**src/rtl/dmem_arb.sv**
```systemverilog
// dmem_arb: two-requester arbiter for one data-memory port, with tagged read-response routing.
// Optional build macro DMEM_ARB_RR_EN turns the default fixed priority into round-robin.
`ifndef HBIT_ADDR
`define HBIT_ADDR 47
`endif
module dmem_arb #(
    parameter int LOCK_MAX = 8
) (
    input  logic                 iw_clk,
    input  logic                 iw_rst,
    input  logic                 iw_req0_valid,
    output logic                 ow_req0_ready,
    input  logic                 iw_req0_we,
    input  logic [`HBIT_ADDR:0]  iw_req0_addr,
    input  logic [`HBIT_ADDR:0]  iw_req0_wdata,
    input  logic                 iw_req0_is48,
    output logic                 or_rsp0_valid,
    output logic [`HBIT_ADDR:0]  ow_rsp0_rdata,
    input  logic                 iw_req1_valid,
    output logic                 ow_req1_ready,
    input  logic                 iw_req1_we,
    input  logic [`HBIT_ADDR:0]  iw_req1_addr,
    input  logic [`HBIT_ADDR:0]  iw_req1_wdata,
    input  logic                 iw_req1_is48,
    input  logic                 iw_req1_lock,
    output logic                 or_rsp1_valid,
    output logic [`HBIT_ADDR:0]  ow_rsp1_rdata,
    output logic                 or_mem_we,
    output logic [`HBIT_ADDR:0]  or_mem_addr,
    output logic [`HBIT_ADDR:0]  or_mem_wdata,
    output logic                 or_mem_is48,
    input  logic [`HBIT_ADDR:0]  iw_mem_rdata,
    output logic                 or_owner
);
    localparam int CW = $clog2(LOCK_MAX + 1);
    localparam logic [CW-1:0] LMAX = CW'(LOCK_MAX);

    logic          r_g1;
    logic [CW-1:0] r_lock_cnt;
    logic          r_c_v;
    logic          r_c_id;
    logic          w_lock;
    logic          w_rr;
    logic          w_g0;
    logic          w_g1;
    logic          w_acc;
    logic          w_we;

`ifdef DMEM_ARB_RR_EN
    logic r_last;
    assign w_rr = ~r_last;
    always_ff @(posedge iw_clk) begin
        if (iw_rst)
            r_last <= 1'b1;
        else if (w_acc)
            r_last <= w_g1;
    end
`else
    assign w_rr = 1'b0;
`endif

    // w_rr: requester 1 wins a contested, unlocked cycle
    assign w_lock = r_g1 & iw_req1_lock & iw_req1_valid;
    assign w_g1   = ~iw_rst & iw_req1_valid &
                    (~iw_req0_valid | (w_lock ? (r_lock_cnt < LMAX) : w_rr));
    assign w_g0   = ~iw_rst & iw_req0_valid & ~w_g1;
    assign w_acc  = w_g0 | w_g1;
    assign w_we   = w_g1 ? iw_req1_we : iw_req0_we;

    assign ow_req0_ready = w_g0;
    assign ow_req1_ready = w_g1;
    assign ow_rsp0_rdata = iw_mem_rdata;
    assign ow_rsp1_rdata = iw_mem_rdata;

    always_ff @(posedge iw_clk) begin
        if (iw_rst) begin
            r_g1          <= 1'b0;
            r_lock_cnt    <= '0;
            r_c_v         <= 1'b0;
            r_c_id        <= 1'b0;
            or_mem_we     <= 1'b0;
            or_mem_addr   <= '0;
            or_mem_wdata  <= '0;
            or_mem_is48   <= 1'b0;
            or_owner      <= 1'b0;
            or_rsp0_valid <= 1'b0;
            or_rsp1_valid <= 1'b0;
        end else begin
            r_g1          <= w_g1;
            r_lock_cnt    <= !w_g1 ? '0 : (w_lock & iw_req0_valid) ? r_lock_cnt + CW'(1) : r_lock_cnt;
            r_c_v         <= w_acc & ~w_we;
            or_mem_we     <= w_acc & w_we;
            or_rsp0_valid <= r_c_v & ~r_c_id;
            or_rsp1_valid <= r_c_v & r_c_id;
            if (w_acc) begin
                r_c_id       <= w_g1;
                or_owner     <= w_g1;
                or_mem_addr  <= w_g1 ? iw_req1_addr : iw_req0_addr;
                or_mem_wdata <= w_g1 ? iw_req1_wdata : iw_req0_wdata;
                or_mem_is48  <= w_g1 ? iw_req1_is48 : iw_req0_is48;
            end
        end
    end
endmodule

```
**config.mk**
```make
export PLATFORM = sky130hd
export DESIGN_NAME = dmem_arb
export DESIGN_NICKNAME = d
export VERILOG_FILES = /design/src/rtl/dmem_arb.sv
export SDC_FILE = /design/constraint.sdc
export NUM_CORES = 1
export LEC_CHECK = 0
export ABC_AREA = 1
export CORE_AREA = 2 2 174 176
export CTS_BUF_LIST = sky130_fd_sc_hd__clkbuf_16
export CTS_CLUSTER_SIZE = 24
export DETAILED_ROUTE_END_ITERATION = 12
export DIE_AREA = 0 0 176 178
export DONT_BUFFER_PORTS = 1
export SYNTH_ARGS = -nofsm -noshare
export SYNTH_HDL_FRONTEND = slang
export SYNTH_SLANG_ARGS = --single-unit
```
**constraint.sdc**
```tcl
create_clock -name iw_clk -period 3.8 [get_ports iw_clk]
set_input_delay 0.76 -clock iw_clk [delete_from_list [all_inputs] [get_ports iw_clk]]
set_output_delay 0.76 -clock iw_clk [all_outputs]
set_load 0.05 [all_outputs]
```
==> flow_summary.json <==
{
  "relSlewSlack_pct": 31.7,
  "yosys.area_share.simple_pct": 40.3,
  "synth_fa_ha_area_share_pct": 0.204,
  "finalPower_mw": 2.99,
  "post_cts_buffers": 0,
  "hold_path.class": "flip-flop to flip-flop",
  "io_buffers": 0,
  "synth_commonest_cells": "196 x nand2_1, 190 x nand3_1, 107 x dfxtp_1",
  "drtAntennaViolNets": 0,
  "wl_per_cell_um": 15.6,
  "first_global_vias": 4715,
  "n_fill_cell": 3288,
  "cts_buffers": 9,
  "drt-vias-per-instance": 4.43,
  "setup_slack_ns": 1.45,
  "firstDrtPassIters": 5,
  "synth_top_area_share_pct": 34.9,
  "drv_cap": 0,
  "fmax_ghz": 0.426,
  "startpoint_type": "input port",
  "synth_top_family_by_area": "simple AND/OR/NAND/NOR gates",
  "clock_skew_ns": 0.0126,
  "yosys_warnings": 0,
  "cts_buffer_depth": 2,
  "finalCriticalPeriod_ns": 2.35,
  "routabilityCongestion": 0.750,
  "whs_ns": 0.450,
  "ys.flop_type": "dfxtp_1",
  "synthCells": 890,
  "regArea_sq_um": 2140,
  "tns_ns": 0,
  "drc_errors": 0,
  "root_buffer": "clkbuf_16",
  "clock_latency_ns": 0.36,
  "post_cts_resized": 0,
  "critPathRequiredTime_ns": 3.04,
  "status": "complete, no violations",
  "ys_seq_elements": 107,
  "multi_input_area_sq_um": 2610,
  "syn_nets": 1140,
  "start_util_pct": 20.9,
  "pin_count": 448,
  "place_hpwl_um": 12700,
  "fp.dieH_um": 178,
  "drive_gt1_share_pct": 4.23,
  "grt_pass1_wl_um": 26000,
  "h-tree-depth": 3,
  "placed_area_sq_um": 5750,
  "maxSlewViolCount": 0,
  "synth_area_sq_um": 6130,
  "vias": 5077,
  "cts_tree": "done",
  "worst-path-max-fanout": 4,
  "critPathKind": "input port to output port",
  "rsz0062_at_grt": "false",
  "p_leak_nw": 2.95,
  "ys_seq_area_share_pct": 34.9,
  "setup_viol": 0,
  "die_area_sq_um": 31300,
  "fp-row-count": 63,
  "synth_cell_types": 21,
  "pre_cts_slack_ns": 1.43,
  "cts.sinks": 107,
  "grt_max_degree": 103,
  "yosysMostFrequentCell": "nand2_1",
  "p_per_area_nw_per_um2": 493,
  "synth-edff-count": 0,
  "worstMarginPinSlew_ns": 1.02,
  "drt_iter0_markers": 137,
  "globalRouteTotalUtil_pct": 11.0,
  "fin_nets": 1003,
  "clkSlewWorstSetupHoldPaths_ns": 0.08,
  "hold_viol": 0,
  "grt_overflow_total": 0,
  "cts_hold_buf": 0,
  "synth_area_leaders": "dfxtp_1 35%, nand3_1 16%, nand2_1 12%",
  "instances_no_fill": 1147,
  "num_antenna_cells": 0,
  "routed_wl_um": 17900,
  "synth-compound-area-share_pct": 1.41,
  "grt_antenna_before_repair": 0,
  "placed_cells": 1132,
  "die_w_um": 176,
  "area_growth_syn_to_layout_pct": -1.18,
  "final_core_util_pct": 20.6,
  "synth_xor_area_share_pct": 0.143,
  "synthMuxAreaShare_pct": 0,
  "final_area_sq_um": 6060,
  "yosysTopAreaCell": "dfxtp_1",
  "fp.coreArea_sq_um": 29400,
  "critical_path.endpoint_type": "output port",
  "finalCritPeriodShare_pct": 61.7,
  "critPathArrivalTime_ns": 1.59,
  "synth.avg_cell_area_sq_um": 6.89,
  "vdd_drop_max_mv": 0.187,
  "synth_async_sr_flop_share_pct": 0
}
-- cell usage in the layout (no fill, tap or decap), types with 2 or more instances in the layout --
master,Yosys,layout
nor2_1,13,13
buf_4,97,9
nand3b_1,92,92
inv_1,104,105
dfxtp_1,107,107
o21ai_0,5,5
nand4_1,3,3
nor3_1,3,2
nand2_4,0,2
nand3_1,190,190
bufinv_16,0,2
clkinvlp_4,0,2
a21oi_1,9,9
buf_12,0,2
nand2_1,196,195
clkinv_2,0,2
clkbuf_16,0,9
-- routing by layer --
layer | track usage [%] | part of all wire [%]
met5 | 0 | 0
met4 | 6.92 | 4.6
met3 | 5.20 | 11
met2 | 18.6 | 48
met1 | 10.8 | 36
-- flip-flops by register name, indices dropped and copies added, names as in the netlist --
| register | count |
|---|---|
| or_rsp1_valid | 1 |
| or_mem_wdata | 48 |
| r_g1 | 1 |
| r_lock_cnt | 4 |
| or_mem_we | 1 |
| r_c_v | 1 |
| or_rsp0_valid | 1 |
| or_owner | 1 |
| or_mem_is48 | 1 |
| or_mem_addr | 48 |
-- logic make-up (layout without fill, tap and decap cells) --
kind of cell / Yosys count / after routing
and+or+nand+nor: 499 / 499
buffers and inverters: 266 / 133
DFF: 107 / 107
AOI/OAI and AO/OA: 16 / 16
adders and majority gates: 1 / 1
xor gates and xnor gates: 1 / 1
-- final timing paths --
path                                   start                           end  slack, ns  cells past startpoint
setup / recovery                iw_req1_lock                 ow_req0_ready       1.45                      6
hold / removal              r_c_v$_SDFF_PP0_      or_rsp0_valid$_SDFF_PP0_       0.45                      2
setup reg to reg  r_lock_cnt[3]$_SDFFE_PP0P_  or_mem_addr[44]$_SDFFE_PP0P_       1.91                      8
hold reg to reg             r_c_v$_SDFF_PP0_      or_rsp0_valid$_SDFF_PP0_       0.45                      2
-- layout make-up --
| type | instances | area share [%] |
|---|---|---|
| flip-flops and latches | 107 | 35.3 |
| multi-input cells | 517 | 43.1 |
| well taps | 390 | 8.05 |
| repair buffers | 11 | 1.78 |
| clock inverters | 6 | 1.36 |
| clock buffers | 9 | 3.72 |
| inverters | 107 | 6.67 |
-- power by group --
| part | total, mW | internal [mW] | switching [mW] |
|---|---|---|---|
| combinational | 0.330 | 0.116 | 0.214 |
| clock | 1.00 | 0.570 | 0.435 |
| sequential | 1.65 | 1.22 | 0.429 |
-- worst max-delay path, cell delays in order --
cell and delay (ns):
nand4_1 0.13, nand2_4 0.11, nand2_4 0.05, inv_2 0.25, nor3_2 0.09, buf_4 0.20
(Power assumes the default switching activity.)
